`src/rtl/lzs_pkg.sv`:
```
// rtl/lzs_pkg.sv - shared constants, state encoding and helpers for the LZS stream feeder
package lzs_pkg;

   localparam int WORD_W    = 16;
   localparam int BUF_W     = 64;
   localparam int LEFT_W    = 7;
   localparam int REFILL_TH = 48;

   typedef enum logic [2:0] {
      ST_IDLE  = 3'd0,
      ST_FILL  = 3'd1,
      ST_RUN   = 3'd2,
      ST_DRAIN = 3'd3,
      ST_DONE  = 3'd4
   } state_t;

   // Decoder may ask for more bits than remain at the tail of a stream.
   function automatic logic [LEFT_W-1:0] sat_consume(input logic [3:0]        width,
                                                     input logic [LEFT_W-1:0] left);
      logic [LEFT_W-1:0] w;
      w = LEFT_W'(width);
      return (w > left) ? left : w;
   endfunction

endpackage

```
`src/rtl/lzs_stream_feeder_bit_buffer.sv`:
```
// rtl/lzs_stream_feeder_bit_buffer.sv - 64-bit left-aligned shift buffer with same-cycle consume and refill
module lzs_bit_buffer
   import lzs_pkg::*;
(
   input  logic              clk,
   input  logic              rst,
   input  logic              ce,
   input  logic [LEFT_W-1:0] consumed,
   input  logic              push,
   input  logic [WORD_W-1:0] word,
   output logic [BUF_W-1:0]  shreg,
   output logic [LEFT_W-1:0] left
);

   logic [BUF_W-1:0]  shreg_q, shreg_d;
   logic [LEFT_W-1:0] left_q, left_d;
   logic [LEFT_W-1:0] kept;
   logic [LEFT_W-1:0] ins_pos;

   always_comb begin
      shreg_d = shreg_q;
      left_d  = left_q;
      kept    = left_q - consumed;
      // New word lands directly behind the bits that survive this cycle's consume.
      ins_pos = LEFT_W'(REFILL_TH) - kept;
      if (ce) begin
         shreg_d = shreg_q << consumed;
         left_d  = kept;
         if (push) begin
            shreg_d = shreg_d | ({{(BUF_W-WORD_W){1'b0}}, word} << ins_pos);
            left_d  = kept + LEFT_W'(WORD_W);
         end
      end
   end

   always_ff @(posedge clk) begin
      if (rst) begin
         shreg_q <= '0;
         left_q  <= '0;
      end else begin
         shreg_q <= shreg_d;
         left_q  <= left_d;
      end
   end

   assign shreg = shreg_q;
   assign left  = left_q;

endmodule

```
`src/rtl/lzs_stream_feeder.sv`:
```
// rtl/lzs_stream_feeder.sv - feeds a FIFO of big-endian 16-bit words to a decoder as an MSB-first bit window
module lzs_stream_feeder
   import lzs_pkg::*;
#(
   parameter int IN_WIDTH  = 13,
   parameter int LZF_WIDTH = 20
) (
   input  logic                 clk,
   input  logic                 rst,
   input  logic                 ce_decode,
   input  logic                 start,
   input  logic [LZF_WIDTH-1:0] src_size,
   input  logic [WORD_W-1:0]    fi_data,
   input  logic                 fi_empty,
   output logic                 fi_rd,
   output logic                 stream_valid,
   output logic [IN_WIDTH-1:0]  stream_data,
   input  logic                 stream_ack,
   input  logic [3:0]           stream_width,
   output logic                 stream_empty,
   output logic                 done
);

   state_t               state_q, state_d;
   logic [LZF_WIDTH-1:0] words_rem_q, words_rem_d;
   logic                 odd_q, odd_d;
   logic                 empty_q, empty_d;
   logic                 done_q, done_d;

   logic [BUF_W-1:0]     shreg;
   logic [LEFT_W-1:0]    left;
   logic [LEFT_W-1:0]    consumed;
   logic [WORD_W-1:0]    word;
   logic                 last_word;

   lzs_bit_buffer u_buf (
      .clk      (clk),
      .rst      (rst),
      .ce       (ce_decode),
      .consumed (consumed),
      .push     (fi_rd),
      .word     (word),
      .shreg    (shreg),
      .left     (left)
   );

   always_comb begin
      stream_valid = ((state_q == ST_RUN) && (left >= LEFT_W'(IN_WIDTH))) ||
                     ((state_q == ST_DRAIN) && (left != '0));
      stream_data  = shreg[BUF_W-1 -: IN_WIDTH];
      consumed     = (stream_valid && stream_ack) ? sat_consume(stream_width, left) : '0;
      fi_rd        = ce_decode && !rst && ((state_q == ST_FILL) || (state_q == ST_RUN)) &&
                     !fi_empty && (words_rem_q != '0) &&
                     ((left - consumed) <= LEFT_W'(REFILL_TH));
      // An odd byte count leaves a pad byte in the final word; it must reach the decoder as zeros.
      last_word    = (words_rem_q == LZF_WIDTH'(1));
      word         = (odd_q && last_word) ? {fi_data[WORD_W-1:8], 8'h00} : fi_data;
   end

   always_comb begin
      state_d     = state_q;
      words_rem_d = words_rem_q;
      odd_d       = odd_q;
      empty_d     = empty_q;
      done_d      = 1'b0;
      if (ce_decode) begin
         if (fi_rd) begin
            words_rem_d = words_rem_q - LZF_WIDTH'(1);
         end
         case (state_q)
            ST_IDLE: begin
               if (start) begin
                  state_d     = ST_FILL;
                  words_rem_d = (src_size >> 1) + LZF_WIDTH'(src_size[0]);
                  odd_d       = src_size[0];
                  empty_d     = 1'b0;
               end
            end
            ST_FILL: begin
               if ((left >= LEFT_W'(REFILL_TH)) || (words_rem_q == '0)) begin
                  state_d = ST_RUN;
               end
            end
            ST_RUN: begin
               if (words_rem_q == '0) begin
                  state_d = ST_DRAIN;
               end
            end
            ST_DRAIN: begin
               if (left == '0) begin
                  state_d = ST_DONE;
                  done_d  = 1'b1;
                  empty_d = 1'b1;
               end
            end
            ST_DONE: begin
               state_d = ST_IDLE;
            end
            default: begin
               state_d = ST_IDLE;
            end
         endcase
      end
   end

   always_ff @(posedge clk) begin
      if (rst) begin
         state_q     <= ST_IDLE;
         words_rem_q <= '0;
         odd_q       <= 1'b0;
         empty_q     <= 1'b0;
         done_q      <= 1'b0;
      end else begin
         state_q     <= state_d;
         words_rem_q <= words_rem_d;
         odd_q       <= odd_d;
         empty_q     <= empty_d;
         done_q      <= done_d;
      end
   end

   assign stream_empty = empty_q;
   assign done         = done_q;

endmodule

```
`config.mk`:
```
export PLATFORM = sky130hd
export DESIGN_NAME = lzs_stream_feeder
export DESIGN_NICKNAME = d
export VERILOG_FILES = /design/src/rtl/lzs_pkg.sv /design/src/rtl/lzs_stream_feeder_bit_buffer.sv /design/src/rtl/lzs_stream_feeder.sv
export SDC_FILE = /design/constraint.sdc
export NUM_CORES = 1
export LEC_CHECK = 0
export ABC_AREA = 1
export CORE_UTILIZATION = 30
export CTS_BUF_LIST = sky130_fd_sc_hd__clkbuf_4 sky130_fd_sc_hd__clkbuf_8
export CTS_CLUSTER_DIAMETER = 30
export CTS_CLUSTER_SIZE = 28
export DETAILED_ROUTE_END_ITERATION = 8
export GPL_TIMING_DRIVEN = 0
export SYNTH_ARGS = -nofsm -noshare
export SYNTH_HDL_FRONTEND = slang
export SYNTH_HIERARCHICAL = 1
export SYNTH_SLANG_ARGS = --single-unit
```
`constraint.sdc`:
```
create_clock -name clk -period 11.83 [get_ports clk]
set_input_delay 1.183 -clock clk [delete_from_list [all_inputs] [get_ports clk]]
set_output_delay 1.183 -clock clk [all_outputs]
set_load 0.02 [all_outputs]
```
Yosys cells after proc, flatten, opt, wreduce, memory -nomap -nowiden
Cells that the tools add are included.
{"block": "word_totals", "regBits": 97, "inputBits": 46, "output_inout_bits": 17, "wordCells": 70}
{"block": "classes", "addsub": 5, "magnitude_cmp": 4, "eq_ne": 8, "shifts": 2, "n_mux": 17, "n_bitwise": 3, "reduce_logical": 24}
{"op": "2-to-1 mux 64 bit", "n": 1}
{"op": "bitwise OR 64 bit", "n": 1}
{"op": "left shift 16 x 7 -> 64 bit", "n": 1}
{"op": "left shift 64 x 7 -> 64 bit", "n": 1}
{"op": "2-to-1 mux 20 bit", "n": 3}
{"op": "2-to-1 mux 7 bit", "n": 3}
{"op": "adder 19 x 1 -> 20 bit", "n": 1}
{"op": "== test 20 x 1 -> 1 bit, second input constant", "n": 1}
{"op": "logical NOT 20 bit", "n": 1}
{"op": "nonzero test 20 bit", "n": 1}
{"op": "subtractor 20 x 1 -> 20 bit, second input constant", "n": 1}
{"op": "2-to-1 mux 3 bit", "n": 4}
{"op": "case mux 3 bit (4 select lines)", "n": 1}
{"op": "logical AND 1 bit", "n": 9}
{"op": "2-to-1 mux 8 bit", "n": 1}
{"op": "adder 7 x 5 -> 7 bit, second input constant", "n": 1}
{"op": "greater-or-equal comparator 7 x 4 -> 1 bit, second input constant", "n": 1}
{"op": "greater-or-equal comparator 7 x 6 -> 1 bit, second input constant", "n": 1}
{"op": "greater-than comparator 4 x 7 -> 1 bit", "n": 1}
{"op": "less-or-equal comparator 7 x 6 -> 1 bit, second input constant", "n": 1}
{"op": "logical NOT 7 bit", "n": 1}
{"op": "nonzero test 7 bit", "n": 1}
{"op": "subtractor 6 x 7 -> 7 bit, first input constant", "n": 1}
{"op": "subtractor 7 bit", "n": 1}
{"op": "other kinds (15)", "n": 24}

Depth between registers and ports, before layout
{"block": "logic_depth", "ltp_word": 11, "ltp_mapped": 31, "ltp_nobuf": 28}

Hierarchy
The synthesis kept the hierarchy.
{"mod": "lzs_bit_buffer", "instances": 1, "cells_each": 1770, "area_per_inst_um2": 9190.1, "seq_area_each_um2": 1421.4}
{"mod": "lzs_stream_feeder", "instances": 1, "cells_each": 462, "area_per_inst_um2": 2840.2, "seq_area_each_um2": 520.5}

Worst setup path after synthesis
Ideal clock, no wire load.
{"block": "synth_timing", "path_kind": "in2out", "from": "input stream_width[2]", "to": "output fi_rd", "t_arrival_ps": 3690, "required_time_ps": 10647, "path_slack_ps": 6957, "stages": 19, "path_buffers": 1, "cell_sequence": "ha_1 > nand2_1 > nor2_1 > a211oi_1 > nor2_1 > o21ai_0 > nor2_1 > inv_1 > nor2_1 > nor3_1 > inv_1 > ha_1 > a21oi_2 > or2_1 > nand4_1 > nand2_2 > nand3_4 > inv_6 > buf_12"}
{"block": "synth_via", "elab_chain_cells": 6}
{"item": "start, declared", "line_no": "lzs_stream_feeder.sv:19", "rtl": "input logic [3:0] stream_width,"}
{"item": "greater-than comparator 4 x 7 -> 1 bit", "line_no": "lzs_pkg.sv:22", "rtl": "return (w > left) ? left : w;"}
{"item": "2-to-1 mux 7 bit", "line_no": "lzs_pkg.sv:22"}
{"item": "2-to-1 mux 7 bit", "line_no": "lzs_stream_feeder.sv:51", "rtl": "consumed = (stream_valid && stream_ack) ? sat_consume(stream_width, left) : '0;"}
{"item": "named net consumed[3]", "line_no": "lzs_stream_feeder.sv:32", "rtl": "logic [LEFT_W-1:0] consumed;"}
{"item": "subtractor 7 bit", "line_no": "lzs_stream_feeder.sv:54", "rtl": "((left - consumed) <= LEFT_W'(REFILL_TH));"}
{"item": "less-or-equal comparator 7 x 6 -> 1 bit", "line_no": "lzs_stream_feeder.sv:54"}
{"item": "logical AND 1 bit", "line_no": "lzs_stream_feeder.sv:53", "rtl": "!fi_empty && (words_rem_q != '0) &&"}
{"item": "end, declared", "line_no": "lzs_stream_feeder.sv:15", "rtl": "output logic fi_rd,"}
The timed path passes the listed nets, and every way through them passes these cells.

Final worst setup path
Ends and elaborated chain as after synthesis.

==> impl_table.tex <==
\begin{tabular}{lr}
\hline
Metric & Value \\
\hline
\multicolumn{2}{l}{\textbf{Floorplan}} \\
Number of standard-cell rows in the floorplan & 72 \\
Chip Width & 202 um \\
Initial Utilization & 0.308 \\
CORE AREA & 39,100 um2 \\
Die height & 202 um \\
DIE AREA & 40,900 um2 \\
Top-level I/O count & 63 \\
\multicolumn{2}{l}{\textbf{Global routing}} \\
Total global-route track usage & 0.278 \\
Largest net degree at the start of global routing & 19 \\
Vias in the first global route & 14,700 \\
First-pass GRT wire length & 87,300 um \\
GR Overflow Total & 0 \\
Initial antenna violation count & 1 \\
\multicolumn{2}{l}{\textbf{Synthesis}} \\
Area of the mapped netlist & 12,000 um2 \\
Total number of yosys warnings & 6 \\
Async set-or-reset flop fraction in the synthesized netlist & 0 \\
Largest family of logic cells by synthesized area & simple AND/OR/NAND/NOR gates \\
Most area-hungry cell type in the Yosys netlist & nand2\_1 \\
Number of distinct library cells after synthesis & 50 \\
Most frequently used flop master after synthesis & dfxtp\_1 \\
Area share of fa/ha/maj cells after synthesis & 0.0266 \\
Synthesized flop and latch total & 97 \\
Dominant cells by area after synthesis & nand2\_1 23\%, nand3\_1 22\%, dfxtp\_1 16\%, a21oi\_1 5.3\%, nor2\_1 4.6\% \\
Sequential-to-total area share from yosys stat & 0.161 \\
Synthesized-area fraction occupied by and/or/nand/nor cells & 0.562 \\
Parity-gate share of the synthesized area counting xor and xnor cells & 0.0160 \\
Number of enable-type register cells in the synthesized netlist & 0 \\
Fraction of synthesized area in multiplexers & 0 \\
Top cell type's share of synthesized area & 0.233 \\
Number of instances in the synthesized netlist & 2,232 \\
Synth Area in Compound Gates & 0.131 \\
Post-Syn Area per Cell & 5.39 um2 \\
\multicolumn{2}{l}{\textbf{Status}} \\
Outcome & complete, no violations \\
\multicolumn{2}{l}{\textbf{CTS}} \\
Clock tree from TritonCTS & yes \\
Number of hold-repair buffers added at the cts stage & 0 \\
\# H-tree levels & 3 \\
Post\_cts resized & 0 \\
Root buffer selected by CTS & clkbuf\_8 \\
CTS sink count & 97 \\
Clock-pin transition on the worst setup and hold timing paths & 0.11 ns \\
Clock latency at the later pin of the worst-skew pair & 0.42 ns \\
Buffers from clock root to sink, at most & 2 \\
Post-CTS setup buffers & 0 \\
Total CTS buffers & 9 \\
\multicolumn{2}{l}{\textbf{Drt}} \\
Drt total wl & 57,600 um \\
Vias per inst & 5.65 \\
Post-route DRC & 0 \\
Number of vias after detailed routing & 16,100 \\
WL per Instance & 20.3 um \\
First-pass DRT Iterations & 5 \\
Antenna Violating Nets Remaining & 0 \\
Iteration-0 DRC count of the detailed router & 2,244 \\
\multicolumn{2}{l}{\textbf{Placed design}} \\
HPWL after DPL & 47,100 um \\
Number of instances in the placed design & 2,822 \\
Number of I/O port buffers & 62 \\
Routability cong. & 1.05 \\
Area after DPL & 13,300 um2 \\
\multicolumn{2}{l}{\textbf{Timing}} \\
Fin crit period & 6.78 ns \\
Slew margin rel. & 0.399 \\
F\_max & 147 MHz \\
Fraction of the cycle the final worst path needs & 0.573 \\
Final-layout setup total negative slack & 0 ns \\
Final number of max-transition violations & 0 \\
Setup-failing EPs final & 0 \\
Final worst clock skew & 0.0178 ns \\
Final hold violation count & 0 \\
Worst Tran Pin Value & 0.895 ns \\
RSZ-0062 raised after global routing & no \\
\multicolumn{2}{l}{\textbf{Worst setup path}} \\
Highest net fanout along the worst path & 14 \\
Data arrival at the endpoint of the critical path & 5.60 ns \\
Setup crit start kind & input port \\
Path type of the worst setup path & in -> out \\
Crit path required time & 10.65 ns \\
Crit end category & primary output \\
\multicolumn{2}{l}{\textbf{Cells and area}} \\
Layout cells sized above 1 & 0.0677 \\
\# nets final & 2,386 \\
Fin util & 0.346 \\
Area growth from synthesis to layout & 12.4\% \\
Count of non-filler cells in the finished layout & 2,839 \\
Final design instance area without fill & 13,500 um2 \\
\multicolumn{2}{l}{\textbf{Power and ir drop}} \\
Pleak & 6.18 nW \\
Peak supply drop & 0.0692 mV \\
Pwr Density & 133 nW/um2 \\
\multicolumn{2}{l}{\textbf{Flow run}} \\
Max-capacitance violation count & 0 \\
\multicolumn{2}{l}{\textbf{Hold path}} \\
Hold Crit Class & reg -> reg \\
\hline
\end{tabular}
Yosys cell counts (all sizes together), types with 8 or more instances:
library cell / number
a21oi: 129
a31oi: 17
buf: 84
clkbuf: 61
dfxtp: 97
ha: 24
inv: 129
nand2: 761
nand3: 542
nand3b: 8
nand4: 20
nor2: 168
nor3: 15
o211ai: 15
o21ai: 111
xor2: 15
report_power, final:
part / internal (W) / switching, W
combinational: 0.000362 / 0.000823
clock: 0.0000803 / 0.000143
sequential: 0.000352 / 0.0000382
total: 0.000794 / 0.00100
metrics by stage:
step | power [W] | hold slack (ns) | worst slack [ns]
6_report | 0.00180 | 0.487 | 5.05
4_1_cts | 0.00176 | 0.487 | 4.96
5_1_grt | 0.00194 | 0.512 | 4.59
2_1_floorplan | 0.00120 | 0.450 | 6.96
3_5_place_dp | 0.00153 | 0.470 | 4.97
3_3_place_gp | 0.00153 | 0.464 | 5.10
routing by layer:
layer / wire, um / global-route usage
met4: 2950 / 0.141
met2: 24900 / 0.428
met3: 4730 / 0.0398
met5: 0 / 0
met1: 25000 / 0.375
flip-flops by register name (all words and copies together) (netlist names):
register and count:
state_q 3, odd_q 1, u_buf/left 7, stream_empty 1, done 1, words_rem_q 20
u_buf/shreg 64
path summary, 6_finish.rpt:
kind	slack, ns	cells after the start	from	to
worst max-delay path	5.05	23	stream_width[2]	fi_rd
worst min-delay path	0.49	2	words_rem_q[18]	words_rem_q[18]
worst max register to register	6.22	31	u_buf/left[1]	u_buf/shreg[8]
worst min register to register	0.49	2	words_rem_q[18]	words_rem_q[18]
placed cells by master, fill, tap and decap left out, drive strengths merged, types with 17 or more instances in the layout:
master,synthesis,final
a21oi,129,129
a31oi,17,17
buf,84,84
clkbuf,61,70
clkdlybuf4s50,0,62
dfxtp,97,97
ha,24,24
inv,129,132
nand2,761,761
nand3,542,542
nand4,20,20
nor2,168,168
o21ai,111,111
critical path, stage by stage:
cell	delay [ns]
clkdlybuf4s50_1	0.46
ha_1	0.33
nand2_1	0.09
nor2_1	0.04
a211oi_1	0.18
nor2_1	0.05
o21ai_0	0.15
nor2_1	0.11
inv_1	0.10
nor2_1	0.04
nor3_1	0.67
inv_1	0.11
ha_1	0.34
nand2_1	0.07
nand2_1	0.11
nand2_1	0.06
a21oi_1	0.14
nand2_1	0.07
nand4_1	0.14
nand3_4	0.19
inv_6	0.15
buf_12	0.16
clkdlybuf4s50_1	0.61
cell type report:
class                   count  area [um2]
fillers                  4500       25600
clock inverters             7        61.3
flip-flops and latches     97        1940
diodes                      1        2.50
well taps                 518         648
repair buffers             62         621
plain buffers             145         733
multi-input cells        1868        8890
inverters                 132         500
clock buffers               9         124
cells by family (layout without fill, tap and decap cells):
logic type	Yosys count	in the layout
adder cells (fa/ha/maj)	25	25
buffers and inverters	277	355
AND/OR/NAND/NOR	1523	1523
XOR/XNOR	22	22
flip-flops	97	97
other	2	13
AO/OA/AOI/OAI	286	286
Note: power is estimated with default switching activity, not from simulation.
